## config.mk

```make
export PLATFORM = sky130hd
export DESIGN_NAME = sram_arbiter
export DESIGN_NICKNAME = d
export VERILOG_FILES = /design/src/rtl/sram_arbiter.sv
export SDC_FILE = /design/constraint.sdc
export NUM_CORES = 1
export LEC_CHECK = 0
export BUFFER_PORTS_ARGS = -buffer_cell sky130_fd_sc_hd__buf_4
export CORE_MARGIN = 3
export CORE_UTILIZATION = 40
export CTS_CLUSTER_SIZE = 28
export DETAILED_ROUTE_END_ITERATION = 10
export PLACE_DENSITY = 0.67
export SLEW_MARGIN = 20
export SYNTH_ARGS = -nofsm -noshare
export SYNTH_HDL_FRONTEND = slang
export SYNTH_SLANG_ARGS = --single-unit
```

## constraint.sdc

```tcl
create_clock -name Clock -period 2.8 [get_ports Clock]
set_input_delay 0.28 -clock Clock [delete_from_list [all_inputs] [get_ports Clock]]
set_output_delay 0.28 -clock Clock [all_outputs]
set_load 0.01 [all_outputs]
```

## src/rtl/sram_arbiter.sv

```systemverilog
// sram_arbiter: shares one external SRAM port between requesters A and B with
// round-robin, hold-limited burst grants and owner-tagged read returns.
module sram_arbiter #(
    parameter int MAX_HOLD   = 1024,
    parameter int RD_LATENCY = 2
) (
    input  logic        Clock,
    input  logic        Resetn,

    input  logic        A_req,
    output logic        A_gnt,
    input  logic [17:0] A_address,
    input  logic [15:0] A_write_data,
    input  logic        A_we_n,
    output logic        A_rd_valid,

    input  logic        B_req,
    output logic        B_gnt,
    input  logic [17:0] B_address,
    input  logic [15:0] B_write_data,
    input  logic        B_we_n,
    output logic        B_rd_valid,

    output logic [17:0] SRAM_address,
    output logic [15:0] SRAM_write_data,
    output logic        SRAM_we_n,
    input  logic [15:0] SRAM_read_data,
    output logic [15:0] rd_data
);

    typedef enum logic [1:0] {
        S_IDLE  = 2'd0,
        S_OWN_A = 2'd1,
        S_OWN_B = 2'd2,
        S_TURN  = 2'd3
    } state_t;

    localparam logic [15:0] HOLD_LAST = 16'(MAX_HOLD - 1);

    state_t                state_q, state_d, pick;
    logic [15:0]           hold_q, hold_d;
    logic                  last_b_q, last_b_d;
    logic [17:0]           addr_q;
    logic [15:0]           wdata_q;
    logic [RD_LATENCY-1:0] vld_q, vld_d;
    logic [RD_LATENCY-1:0] own_b_q, own_b_d;
    logic                  acc_a, acc_b, rd_issue;

    // Tie goes to whoever did not own the port most recently.
    always_comb begin
        pick = S_IDLE;
        if (A_req && B_req) begin
            pick = last_b_q ? S_OWN_A : S_OWN_B;
        end else if (A_req) begin
            pick = S_OWN_A;
        end else if (B_req) begin
            pick = S_OWN_B;
        end
    end

    always_comb begin
        state_d  = state_q;
        hold_d   = hold_q;
        last_b_d = last_b_q;
        case (state_q)
            S_OWN_A: begin
                last_b_d = 1'b0;
                if (!A_req || (B_req && hold_q == HOLD_LAST)) begin
                    state_d = S_TURN;
                    hold_d  = '0;
                end else if (hold_q != HOLD_LAST) begin
                    hold_d = hold_q + 16'd1;
                end
            end
            S_OWN_B: begin
                last_b_d = 1'b1;
                if (!B_req || (A_req && hold_q == HOLD_LAST)) begin
                    state_d = S_TURN;
                    hold_d  = '0;
                end else if (hold_q != HOLD_LAST) begin
                    hold_d = hold_q + 16'd1;
                end
            end
            default: begin
                state_d = pick;
                hold_d  = '0;
            end
        endcase
    end

    assign acc_a = (state_q == S_OWN_A) && A_req;
    assign acc_b = (state_q == S_OWN_B) && B_req;

    // Outside access cycles the bus parks on the last access to avoid glitches.
    always_comb begin
        SRAM_address    = addr_q;
        SRAM_write_data = wdata_q;
        SRAM_we_n       = 1'b1;
        if (acc_a) begin
            SRAM_address    = A_address;
            SRAM_write_data = A_write_data;
            SRAM_we_n       = A_we_n;
        end else if (acc_b) begin
            SRAM_address    = B_address;
            SRAM_write_data = B_write_data;
            SRAM_we_n       = B_we_n;
        end
    end

    assign rd_issue = (acc_a && A_we_n) || (acc_b && B_we_n);

    always_comb begin
        vld_d      = vld_q << 1;
        vld_d[0]   = rd_issue;
        own_b_d    = own_b_q << 1;
        own_b_d[0] = acc_b;
    end

    always_ff @(posedge Clock or negedge Resetn) begin
        if (!Resetn) begin
            state_q  <= S_IDLE;
            hold_q   <= '0;
            last_b_q <= 1'b1;
            addr_q   <= '0;
            wdata_q  <= '0;
            vld_q    <= '0;
            own_b_q  <= '0;
        end else begin
            state_q  <= state_d;
            hold_q   <= hold_d;
            last_b_q <= last_b_d;
            addr_q   <= SRAM_address;
            wdata_q  <= SRAM_write_data;
            vld_q    <= vld_d;
            own_b_q  <= own_b_d;
        end
    end

    assign A_gnt      = (state_q == S_OWN_A);
    assign B_gnt      = (state_q == S_OWN_B);
    assign A_rd_valid = vld_q[RD_LATENCY-1] && !own_b_q[RD_LATENCY-1];
    assign B_rd_valid = vld_q[RD_LATENCY-1] &&  own_b_q[RD_LATENCY-1];
    assign rd_data    = SRAM_read_data;

endmodule

```

==> results of run 1 <==
## layer usage
| metal | up-vias | wire [um] | global-route usage (%) |
|---|---|---|---|
| met1 | 1175 | 2980 | 20.7 |
| met2 | 102 | 3370 | 26.2 |
| met3 | 10 | 636 | 4.51 |
| met5 | - | 0 | 0 |
| li1 | 1232 | - | - |
| met4 | 0 | 119 | 7.69 |
## state kept, by name (all words and copies together) (netlist names)
signal and flops:
wdata_q 16, last_b_q 1, own_b_q 2, hold_q 16, vld_q 2, addr_q 18
state_q 2
## synthesized netlist by cell type (all sizes together) (5+ instances only)
| master | instances | area [um2] |
|---|---|---|
| a211oi | 12 | 115 |
| and4 | 5 | 51.3 |
| or4 | 9 | 71.3 |
| nand2 | 46 | 175 |
| nor2 | 5 | 26.3 |
| buf | 20 | 143 |
| dfrtp | 56 | 1400 |
| clkbuf | 10 | 37.5 |
| mux2i | 36 | 360 |
| nand3 | 5 | 25.0 |
| o21ai | 38 | 190 |
| o31ai | 9 | 67.6 |
## worst max-delay path by stage
stage                          to  slack, ns  depth (start not counted)
6_report       SRAM_write_data[2]       0.40                          8
5_1_grt        SRAM_write_data[2]       0.22                          8
4_1_cts        SRAM_write_data[2]       0.39                          8
3_5_place_dp   SRAM_write_data[2]       0.79                          8
3_3_place_gp   SRAM_write_data[2]       0.82                          8
2_1_floorplan     SRAM_address[0]       0.89                          7
## through the flow
step           power [mW]  hold slack [ns]  instances  cell area, um2
3_5_place_dp         2.94            0.337        473            3860
4_1_cts              3.83           0.0247        489            4090
2_1_floorplan        2.15          -0.0156        289            3030
3_3_place_gp         2.91            0.333        473            3860
5_1_grt              4.04           0.0548        489            4090
6_report             3.78          0.00488        489            4090
## final cells by class
class,count,area share (%)
tap,99,3.03
sequential,57,34.9
clock inverter,5,1.89
multi-input combinational,198,34.4
clock buffer,11,3.70
timing repair buffer,115,21.7
inverter,4,0.367
## logic make-up after synthesis
kind of cell               Yosys count
AOI/OAI and AO/OA                   65
muxes                               38
adders and majority gates            3
DFF                                 57
xor gates and xnor gates             1
and+or+nand+nor                     91
buffers and inverters               34
## report_power, final
group	internal, mW	switching, mW	total [mW]
registers	1.12	0.0833	1.20
logic	0.800	0.913	1.71
clock network	0.546	0.323	0.869
==> metrics.txt, run 1 <==
post-synthesis compound-gate area fraction=14.2%; Reg area=1430 um2; Syn Nets=382; Tightest Pin Transition=0.768 ns; gr usage total=16.4%; placeable core area=about 7300 um2; Clk Tree Root Cell=clkbuf_8; Die X=between 90 and 100 um; Port Buffers=112; clk_lat worst skew=about 0.33 ns; number of core rows=31; TritonCTS clock tree=done; Synth warnings=0; register area share after synthesis=between 40% and 50%; layout cells sized above 1=39.7%; Max Cap Viol=0; GRT overflow=0; final slew viol count=0; DP HPWL=~5000 um; first-pass GRT wire length=11300 um; crit path kind=reg -> out; GPL Wtd Cong=0.793; run status=complete, no violations; Worst Skew=about 0.0095 ns; worst-path cell chain=inv_1, ha_1, nand2_1, inv_2, buf_12, mux2i_1, o21ai_0, buf_4; Max FO, Critical Path=36; Initial Utilization=41.6%; Yosys reg bits=57; setup ws final=0.402 ns; Setup TNS Final=0 ns; I/O pin count=145; fmax=between 400 and 500 MHz; Buffers & Inverters on Critical Path=4; clock period minus worst slack=2.40 ns; commonest non-fill, non-tap cell in the layout=buf_4; via count=between 2000 and 3000; Mapped Avg Cell Area=10.5 um2; Yosys cell types=between 40 and 50; Ant. Diodes=0; most frequent cells in the layout=buf_4, dfrtp_1, nand2_1; largest family of logic cells by synthesized area=simple AND/OR/NAND/NOR gates; Power Density=924 nW/um2; Hold Crit Class=in -> async; Final Hold Vio Count=0; worst relative slew slack=around half; critical path arrival=2.12 ns; RSZ-0062 raised after global routing=no; Leak=1.76 nW; final setup vio count=0; post-DR vias/cell=5.15; EDFF count, synth=0; XOR/XNOR Fraction of Synth Area=less than 1%; Top delay family on crit path=buffers and inverters; Die Span Y=93.1 um; asr flop ratio synth=100%; number of H-tree levels=3; Fill cells=654; synthesized area=3030 um2; Synth Flop Type=dfrtp_1; Core Util, Final=between 50% and 60%; DR iter-0 viols=66; Layout Nets=478; average routed wire per standard cell=14.5 um; FF-to-FF Start=hold_q[0]; DRT Pass-1 Iters=4; number of nets with antenna violations after routing=0; TritonCTS buffer count=9; # DRC=0; Worst R2R End=hold_q[5]; Startpoint Class=flip-flop; Post-Route WL=7110 um; # resized after CTS=0; crit end category=output port; area of the multi-input gates=~1400 um2; worst path required time=2.52 ns; crit path max-delay cell type=dfrtp_1; Synth Area in Adders=1.24%; Register-to-Register Path Depth=5; mux cell area share after synthesis=between 10% and 20%; Reg clk slew, reported paths=0.07 ns; Post-Syn Instances=289; Clock Path Buffers=2; # Post-CTS Setup Buffers=0; die area=8660 um2; Reg2Reg Setup Slack=0.92 ns; Post-Place Worst Slack=0.789 ns; crit path from=state_q[0]; antenna violations before repair=0; Layout area overhead=35.0%; VDD IR-drop max=about 0.86 mV; CP max stage delay=roughly 0.40 ns; largest net degree at the start of global routing=slightly above 70; vias in the first global route=2442; clk sinks=57; period utilisation layout=85.7%; hold_buf cts=0; simple-gate share of the synthesized area=18.1%
(Power assumes the default switching activity.)
==> run 2, diff against run 1 <==
--- a/config.mk
+++ b/config.mk
@@ -10,6 +10,7 @@
 export CORE_UTILIZATION = 40
 export CTS_CLUSTER_SIZE = 28
 export DETAILED_ROUTE_END_ITERATION = 10
+export MAX_ROUTING_LAYER = met4
 export PLACE_DENSITY = 0.67
 export SLEW_MARGIN = 20
 export SYNTH_ARGS = -nofsm -noshare
==> run 2 against run 1 <==
  * Global-route usage is 0.45 points higher
  * Clock-buffer cell count stayed put
  * Register-to-register slack hardly changed
  * Clock power hardly changed
  * Design area stayed put
  * Flip-flop and latch count stayed put
  * Critical path type unchanged
  * Highest routed layer unchanged
==> metrics.txt, run 2 (synthesized netlist as in run 1, its figures left out) <==
final setup vio count=0 (unchanged); fmax=416 MHz (-0.19%); Ant. Diodes=0 (unchanged); Placed Area=3860 um2 (unchanged); Tightest Pin Transition=0.770 ns (+0.00159 ns); critical path arrival=2.12 ns (about the same); vias in the first global route=2440 (-0.082%); clock period minus worst slack=2.40 ns (+0.00445 ns); crit path from=state_q[0]; non-filler instance count after layout=489 (unchanged); via count=2521 (+0.079%); Die X=93.1 um (unchanged); DR iter-0 viols=66 (unchanged); Startpoint Class=flip-flop; final slew viol count=0 (unchanged); Fill cells=654 (unchanged); # DRC=0 (unchanged); RSZ-0062 raised after global routing=no; run status=complete, no violations; Leak=1.76 nW (unchanged); crit end category=output port; Buffers & Inverters on Critical Path=4 (unchanged); commonest non-fill, non-tap cell in the layout=buf_4; Post-Route WL=7120 um (+0.13%); Die Span Y=93.1 um (unchanged); GRT overflow=0 (unchanged); Reg clk slew, reported paths=0.07 ns (about the same); placeable core area=7290 um2 (unchanged); Hold Crit Class=in -> async; Clk Tree Root Cell=clkbuf_8; period utilisation layout=85.8% (+0.16 points); Max Cap Viol=0 (unchanged); Port Buffers=112 (unchanged); Reg area=1430 um2 (unchanged); die area=8660 um2 (unchanged); Layout area overhead=35.0% (unchanged); GPL Wtd Cong=0.804 (+1.4%); Final Hold Vio Count=0 (unchanged); largest net degree at the start of global routing=71 (unchanged); placed insts=473 (unchanged); number of H-tree levels=3 (unchanged); layout cells sized above 1=39.7% (unchanged); # Post-CTS Setup Buffers=0 (unchanged); DRT Pass-1 Iters=4 (unchanged); Worst Skew=0.0100 ns (+0.000528 ns); worst relative slew slack=48.7% (-0.11 points); design area=4090 um2 (unchanged); Top delay family on crit path=buffers and inverters; worst path required time=2.52 ns (about the same); hold_buf cts=0 (unchanged); VDD IR-drop max=0.865 mV (+0.10%); # resized after CTS=0 (unchanged); antenna violations before repair=0 (unchanged); average routed wire per standard cell=14.6 um (+0.13%); clk_lat worst skew=0.33 ns (about the same); crit path kind=reg -> out; TritonCTS clock tree=done; number of nets with antenna violations after routing=0 (unchanged); gr usage total=16.9% (+0.45 points); Clock Path Buffers=2 (unchanged); post-DR vias/cell=5.16 (about the same); first-pass GRT wire length=11300 um (unchanged); DP HPWL=5010 um (unchanged); Max FO, Critical Path=36 (unchanged); area of the multi-input gates=1410 um2 (unchanged); most flop-heavy register=addr_q; crit path max-delay cell type=dfrtp_1; Largest register FFs=18 (unchanged); FF-to-FF Start=hold_q[0]; Layout Nets=478 (unchanged); top flop regs=addr_q x18, hold_q x16, wdata_q x16; most frequent cells in the layout=buf_4, dfrtp_1, nand2_1; number of core rows=31 (unchanged); Initial Utilization=41.6% (unchanged); CP max stage delay=0.40 ns (about the same); worst-path cell chain=inv_1, ha_1, nand2_1, inv_2, buf_12, mux2i_1, o21ai_0, buf_4; I/O pin count=145 (unchanged); Power Density=924 nW/um2 (about the same); Setup TNS Final=0 ns (unchanged); TritonCTS buffer count=9 (unchanged); clk sinks=57 (unchanged)
-- run 2: cell counts in the layout (fill, tap and decap cells not counted) --
Identical to the previous run, type by type.
-- run 2: report_power, final --
| part | switching, mW | internal [mW] | total [mW] |
|---|---|---|---|
| clock network | 0.325 | 0.546 | 0.871 |
| registers | 0.0837 | 1.12 | 1.20 |
| logic | 0.912 | 0.799 | 1.71 |
| total | 1.32 | 2.46 | 3.78 |
-- run 2: metrics by stage --
stage	worst slack (ns)	power, mW	util (%)	hold WS (ns)
finish	0.397	3.78	56.1	0.00585
global route	0.219	4.04	56.1	0.0548
CTS	0.388	3.83	56.1	0.0247
detailed placement	0.789	2.94	53.0	0.337
global placement	0.819	2.91	53.0	0.333
floorplan	0.890	2.15	-	-0.0156
-- run 2: final cells by class --
type | instances | share of cell area, %
inverter | 4 | 0.367
clock buffer | 11 | 3.70
tap | 99 | 3.03
timing repair buffer | 115 | 21.7
sequential | 57 | 34.9
clock inverter | 5 | 1.89
multi-input combinational | 198 | 34.4
-- run 2: worst register-to-register path: cells and delay by family, from the launching register on --
kind / cells / cell delay (ns)
DFF: 1 / 0.42
adders and majority gates: 1 / 0.25
and+or+nand+nor: 3 / 0.92
AOI/OAI and AO/OA: 1 / 0.21
-- run 2: final timing paths --
check,to,slack [ns],cells past startpoint
max reg2reg,hold_q[5],0.92,5
min reg2reg,own_b_q[1],0.35,0
min in group Clock,vld_q[0],0.18,2
min,hold_q[3],0.006,1
max,SRAM_write_data[2],0.40,8
max in group asynchronous,wdata_q[3],2.33,1
-- run 2: layer usage --
| layer | track usage [%] | up-vias | part of all wire, % |
|---|---|---|---|
| met5 | - | - | 0 |
| met4 | 7.69 | 0 | 1.8 |
| met3 | 4.42 | 10 | 8.7 |
| met2 | 26.2 | 100 | 48 |
| met1 | 20.7 | 1176 | 42 |
| li1 | - | 1235 | - |
